==> config.mk <==
export PLATFORM = sky130hd
export DESIGN_NAME = coin_acceptor
export DESIGN_NICKNAME = d
export VERILOG_FILES = /design/src/rtl/coin_acceptor.sv
export SDC_FILE = /design/constraint.sdc
export NUM_CORES = 1
export LEC_CHECK = 0
export BUFFER_PORTS_ARGS = -buffer_cell sky130_fd_sc_hd__buf_2
export CAP_MARGIN = 25
export CORE_MARGIN = 2
export CORE_UTILIZATION = 58
export CTS_CLUSTER_DIAMETER = 80
export DETAILED_ROUTE_END_ITERATION = 10
export GPL_TIMING_DRIVEN = 0
export PLACE_DENSITY = 0.79
export SLEW_MARGIN = 10
export SYNTH_ARGS = -nofsm -noshare
export SYNTH_HDL_FRONTEND = slang
export SYNTH_SLANG_ARGS = --single-unit
==> constraint.sdc <==
create_clock -name clk -period 3.6 [get_ports clk]
set_input_delay 0.72 -clock clk [delete_from_list [all_inputs] [get_ports clk]]
set_output_delay 0.72 -clock clk [all_outputs]
set_load 0.005 [all_outputs]
==> src/rtl/coin_acceptor.sv <==
// -----------------------------------------------------------------------------
// coin_acceptor
//
// Debounces a 4-bit coin sensor bank and turns each qualified coin into a
// strobe for the vending controller.
//
// Accepted coin:  coin_in is high for PULSE_CYC cycles.  coin_value is valid
//                 for the strobe plus GAP_CYC further cycles.
// Rejected coin:  reject is pulsed for one cycle.  This covers a multi-hot
//                 pattern or accept_en low at qualification.
//
// After either outcome the sensors must read zero for DEBOUNCE_CYC cycles
// before the next coin can be qualified.  If they do not release within
// JAM_CYC cycles, the sticky jam flag is raised.  While jam is set, new
// coins are ignored.
//
// Ports
//   clk         rising-edge clock
//   rst_n       synchronous active-low reset
//   coin_sense  raw async sensors: bit0=1, bit1=2, bit2=5, bit3=10 units
//   accept_en   1 = accept coins, 0 = reject them (sampled at qualification)
//   credit_clr  synchronous clear of credit
//   jam_clr     synchronous clear of jam
//   coin_in     coin strobe
//   coin_value  value of the accepted coin during strobe and gap, else 0
//   reject      one-cycle pulse per rejected coin
//   credit      saturating sum of accepted coin values
//   coin_count  saturating count of accepted coins
//   jam         sticky jam flag
// -----------------------------------------------------------------------------
module coin_acceptor #(
    parameter int DEBOUNCE_CYC = 4,
    parameter int PULSE_CYC    = 2,
    parameter int GAP_CYC      = 2,
    parameter int JAM_CYC      = 64
) (
    input  logic       clk,
    input  logic       rst_n,
    input  logic [3:0] coin_sense,
    input  logic       accept_en,
    input  logic       credit_clr,
    input  logic       jam_clr,
    output logic       coin_in,
    output logic [3:0] coin_value,
    output logic       reject,
    output logic [7:0] credit,
    output logic [7:0] coin_count,
    output logic       jam
);

    localparam logic [2:0] IDLE         = 3'd0;
    localparam logic [2:0] QUALIFY      = 3'd1;
    localparam logic [2:0] PRESENT      = 3'd2;
    localparam logic [2:0] GAP          = 3'd3;
    localparam logic [2:0] WAIT_RELEASE = 3'd4;

    localparam int DW = $clog2(DEBOUNCE_CYC + 1);
    localparam int TW = $clog2(((PULSE_CYC > GAP_CYC) ? PULSE_CYC : GAP_CYC) + 1);
    localparam int JW = $clog2(JAM_CYC + 1);

    localparam logic [DW-1:0] DEB_MAX   = DW'(DEBOUNCE_CYC);
    localparam logic [DW-1:0] DEB_LAST  = DW'(DEBOUNCE_CYC - 1);
    localparam logic [TW-1:0] PULSE_MAX = TW'(PULSE_CYC);
    localparam logic [TW-1:0] GAP_MAX   = TW'(GAP_CYC);
    localparam logic [JW-1:0] JAM_MAX   = JW'(JAM_CYC);
    localparam logic [JW-1:0] JAM_LAST  = JW'(JAM_CYC - 1);

    // Two-flop synchronizer per sensor bit.
    logic [3:0] sync;

    genvar gi;
    generate
        for (gi = 0; gi < 4; gi++) begin : g_sync
            logic meta_q;
            logic sync_bit_q;
            always_ff @(posedge clk) begin
                if (!rst_n) begin
                    meta_q     <= 1'b0;
                    sync_bit_q <= 1'b0;
                end else begin
                    meta_q     <= coin_sense[gi];
                    sync_bit_q <= meta_q;
                end
            end
            assign sync[gi] = sync_bit_q;
        end
    endgenerate

    function automatic logic [3:0] coin_weight(input logic [3:0] pat);
        logic [3:0] w;
        case (pat)
            4'b0001: w = 4'd1;
            4'b0010: w = 4'd2;
            4'b0100: w = 4'd5;
            4'b1000: w = 4'd10;
            default: w = 4'd0;
        endcase
        return w;
    endfunction

    logic [2:0]    state_q, state_d;
    logic [DW-1:0] dcnt_q, dcnt_d;       // stability count (qualify / release)
    logic [3:0]    pat_q, pat_d;         // captured sensor pattern
    logic [TW-1:0] tmr_q, tmr_d;         // strobe / gap length
    logic [JW-1:0] wait_q, wait_d;       // cycles spent waiting for release
    logic          coin_in_q, coin_in_d;
    logic [3:0]    coin_value_q, coin_value_d;
    logic          reject_q, reject_d;
    logic [7:0]    credit_q, credit_d;
    logic [7:0]    coin_count_q, coin_count_d;
    logic          jam_q, jam_d;
    logic [7:0]    credit_base;
    logic [8:0]    credit_sum;

    always_comb begin
        state_d      = state_q;
        dcnt_d       = dcnt_q;
        pat_d        = pat_q;
        tmr_d        = tmr_q;
        wait_d       = wait_q;
        coin_in_d    = coin_in_q;
        coin_value_d = coin_value_q;
        reject_d     = 1'b0;
        coin_count_d = coin_count_q;
        jam_d        = jam_clr ? 1'b0 : jam_q;
        // Clear first, so a clear coinciding with a new coin leaves that coin.
        credit_base  = credit_clr ? 8'd0 : credit_q;
        credit_sum   = {1'b0, credit_base} + {5'd0, coin_weight(pat_q)};
        credit_d     = credit_base;

        case (state_q)
            IDLE: begin
                if (!jam_q && sync != 4'd0) begin
                    state_d = QUALIFY;
                    pat_d   = sync;
                    dcnt_d  = {{(DW-1){1'b0}}, 1'b1};
                end
            end
            QUALIFY: begin
                if (dcnt_q == DEB_MAX) begin
                    if ($onehot(pat_q) && accept_en) begin
                        state_d      = PRESENT;
                        coin_in_d    = 1'b1;
                        coin_value_d = coin_weight(pat_q);
                        tmr_d        = {{(TW-1){1'b0}}, 1'b1};
                        credit_d     = credit_sum[8] ? 8'hFF : credit_sum[7:0];
                        coin_count_d = (coin_count_q == 8'hFF) ? coin_count_q
                                                               : coin_count_q + 8'd1;
                    end else begin
                        state_d  = WAIT_RELEASE;
                        reject_d = 1'b1;
                        dcnt_d   = '0;
                        wait_d   = '0;
                    end
                end else if (sync == 4'd0) begin
                    state_d = IDLE;
                    dcnt_d  = '0;
                end else if (sync == pat_q) begin
                    dcnt_d = dcnt_q + 1'b1;
                end else begin
                    pat_d  = sync;
                    dcnt_d = {{(DW-1){1'b0}}, 1'b1};
                end
            end
            PRESENT: begin
                if (tmr_q == PULSE_MAX) begin
                    state_d   = GAP;
                    coin_in_d = 1'b0;
                    tmr_d     = {{(TW-1){1'b0}}, 1'b1};
                end else begin
                    tmr_d = tmr_q + 1'b1;
                end
            end
            GAP: begin
                if (tmr_q == GAP_MAX) begin
                    state_d      = WAIT_RELEASE;
                    coin_value_d = 4'd0;
                    dcnt_d       = '0;
                    wait_d       = '0;
                end else begin
                    tmr_d = tmr_q + 1'b1;
                end
            end
            WAIT_RELEASE: begin
                if (sync == 4'd0 && dcnt_q == DEB_LAST) begin
                    state_d = IDLE;
                    dcnt_d  = '0;
                end else begin
                    dcnt_d = (sync == 4'd0) ? dcnt_q + 1'b1 : '0;
                    // The wait counter saturates, so jam is raised once per
                    // stuck episode.  Raising it takes priority over jam_clr.
                    if (wait_q != JAM_MAX) begin
                        wait_d = wait_q + 1'b1;
                    end
                    if (wait_q == JAM_LAST) begin
                        jam_d = 1'b1;
                    end
                end
            end
            default: state_d = IDLE;
        endcase
    end

    always_ff @(posedge clk) begin
        if (!rst_n) begin
            state_q      <= IDLE;
            dcnt_q       <= '0;
            pat_q        <= 4'd0;
            tmr_q        <= '0;
            wait_q       <= '0;
            coin_in_q    <= 1'b0;
            coin_value_q <= 4'd0;
            reject_q     <= 1'b0;
            credit_q     <= 8'd0;
            coin_count_q <= 8'd0;
            jam_q        <= 1'b0;
        end else begin
            state_q      <= state_d;
            dcnt_q       <= dcnt_d;
            pat_q        <= pat_d;
            tmr_q        <= tmr_d;
            wait_q       <= wait_d;
            coin_in_q    <= coin_in_d;
            coin_value_q <= coin_value_d;
            reject_q     <= reject_d;
            credit_q     <= credit_d;
            coin_count_q <= coin_count_d;
            jam_q        <= jam_d;
        end
    end

    assign coin_in    = coin_in_q;
    assign coin_value = coin_value_q;
    assign reject     = reject_q;
    assign credit     = credit_q;
    assign coin_count = coin_count_q;
    assign jam        = jam_q;

endmodule

==> summary.txt <==
Run status
  • Status: finished, final reports clean

Run
  • Max_cap viols: 0

Synthesis
  • #FFs+latches synth: 50
  • Syn Inst Count: 306
  • Most area-consuming cells after synthesis: dfxtp_1 37%, ha_1 7.8%, nor2_1 3.8%
  • Net Count, Synth: 334
  • Yosys cell types: 53
  • Top FF cell, synth: dfxtp_1
  • Seq/Total Area, Yosys: 0.365
  • Leading area contributor after synthesis: dfxtp_1
  • Mapped Area: 0.00274 mm2
  • Most common library cells after synthesis: 50 x dfxtp_1, 28 x nor2_1, 20 x nand2_1
  • Yosys Warn Count: 0
  • Post-synth EDFFs: 0
  • Count leader, synth: dfxtp_1
  • Async SR Flop Fraction: 0
  • Top cell type's share of synthesized area: 0.365
  • Syn Area/Cell: 8.95 um2

Setup path
  • Critical path's slowest cell: fa_1
  • Crit Path Max Fanout: 10
  • CP bufs+invs: 3
  • Arrival @ worst endpoint: 3380 ps
  • WP data required: 3800 ps
  • CP Class: reg -> reg
  • Worst-path cell chain: inv_1 > fa_1 > inv_1 > ha_1 > ha_1 > nand4bb_1 > nor4_1 > clkbuf_1 > o21ai_1 > o221a_2
  • Startpoint Class: flop
  • CP top delay family: adder cells
  • Crit path capture type: flop
  • CP peak stage delay: 550 ps

STA
  • Worst slew pin tran: 721 ps
  • Tmin final: 3180 ps
  • RSZ-0062 raised after global routing: false
  • Final hold vios: 0
  • Max Fclk: 315 MHz
  • Setup TNS Final: 0 ps
  • Slew Limit Fails: 0
  • Slew headroom: 0.513
  • Setup violations, final: 0
  • Crit share post-route: 0.883
  • Final setup skew: 5.48 ps

Clock network
  • Maximum root-to-sink buffer count: 2
  • TritonCTS clock tree: done
  • Clock buffer count from CTS: 5
  • Clock slew at reported path FFs: 90 ps
  • Post-CTS sizing: 0
  • Post-CTS setup buffer count: 0
  • Root Buffer: clkbuf_8
  • Clk Latency, worst-skew pair: 300 ps
  • H-tree levels: 2
  • # clock sinks: 50
  • CTS Hold Bufs: 0

Placement
  • RD Place Congestion: 0.879
  • # port buffers: 31
  • Inst Count DP: 391
  • Post-detail-place hpwl: 4190 um

GRT
  • Gr ovfl total: 0
  • Largest net degree at the start of global routing: 16
  • Total GRT Usage: 0.221
  • First-pass GRT wire length: 9160 um
  • Vias in the first global route: 2031
  • Antenna violations before repair: 0

Routing
  • DR DRC count: 0
  • Iter 0 DRT Violations: 138
  • DR vias/cell: 5.86
  • Routed wire length: 5540 um
  • Routed Antenna Nets: 0
  • DRT Pass-1 Iters: 4
  • WL/cell: 13.9 um
  • Vias: 2338

Floorplanning
  • Initial Util: 0.592
  • Core area: 0.00463 mm2
  • Die Area: 0.00529 mm2
  • Number of I/O pins: 32
  • # rows: 25
  • Die width: 72.7 um
  • Die Y-Extent: 72.7 um

Power and ir drop
  • Worst IR Drop VDD: 0.000243 V
  • Pwr dens: 370 mW/mm2
  • Cell leakage power: 1.27 nW

Layout
  • FILL cells: 412
  • Ratio of cells with drive above 1 in the final layout: 0.159
  • Layout Cells excl Fill: 399
  • Multi-input logic area: 0.00163 mm2
  • Final net count: 372
  • Inserted Diodes: 0
  • FF+latch area: 0.00100 mm2
  • Area grow syn2layout: 11.6%

Min path
  • Worst hold path class: reg -> reg
kinds of logic (layout without fill, tap and decap cells):
| kind of cell | after synthesis | after routing | synth area share |
|---|---|---|---|
| multiplexers | 4 | 4 | 0.0146 |
| XOR/XNOR | 18 | 18 | 0.0576 |
| AND/OR/NAND/NOR | 134 | 134 | 0.283 |
| AO/OA/AOI/OAI | 55 | 55 | 0.148 |
| adder cells (fa/ha/maj) | 19 | 19 | 0.0923 |
| flip-flops | 50 | 50 | 0.365 |
| buffers and inverters | 26 | 65 | 0.0384 |
cell type report:
| cell class | count | share of cell area |
|---|---|---|
| plain buffers | 11 | 0.0160 |
| repair buffers | 31 | 0.0508 |
| clock buffers | 6 | 0.0270 |
| well taps | 54 | 0.0221 |
| flip-flops and latches | 50 | 0.327 |
| clock inverters | 2 | 0.00409 |
| inverters | 15 | 0.0184 |
| multi-input cells | 230 | 0.534 |
layer usage:
layer	vias to the layer above	routed length [um]	track usage
li1	1166	-	-
met1	1123	2640	0.295
met2	44	2630	0.360
met3	5	183	0.0414
met4	0	80	0.0761
met5	-	0	0
report_power, final:
| part | switching [mW] | internal (mW) |
|---|---|---|
| clock | 0.182 | 0.155 |
| sequential | 0.0181 | 0.569 |
| combinational | 0.118 | 0.0877 |
| total | 0.319 | 0.811 |
worst paths after layout:
path | cells after the start | end | slack, ps | from
hold / removal | 1 | g_sync[0].sync_bit_q | 440 | g_sync[0].meta_q
hold reg to reg | 1 | g_sync[0].sync_bit_q | 440 | g_sync[0].meta_q
setup / recovery | 10 | credit[3] | 420 | pat_q[0]
setup reg to reg | 10 | credit[3] | 420 | pat_q[0]
layout by cell type (no fill, tap or decap), types with 8 or more instances in the layout:
cell      synthesis  layout
dfxtp_1          50      50
buf_2             0      31
nor2_1           28      28
nand2_1          20      20
ha_1             17      17
nand3_1          15      15
inv_1            14      14
a21oi_1          12      12
and2_1           10      10
xor2_1           10      10
and3_1            9       9
clkbuf_1          9       9
nor2b_1           8       8
xnor2_1           8       8
registers in the layout (all words and copies together), names as in the netlist, 4 cells and up:
register	cells
coin_count	8
wait_q	7
g_sync.sync_bit_q	4
g_sync.meta_q	4
pat_q	4
credit	8
coin_value	4
stage by stage:
step,power (mW),hold slack (ps),setup WS [ps],utilization,cell area [um2]
floorplan,0.759,412,723,-,2740
global placement,0.798,413,481,0.640,2960
detailed placement,0.804,420,479,0.640,2960
CTS,1.14,445,439,0.660,3060
global route,1.19,454,214,0.660,3060
finish,1.13,440,422,0.660,3060
Note: power is estimated with default switching activity, not from simulation.
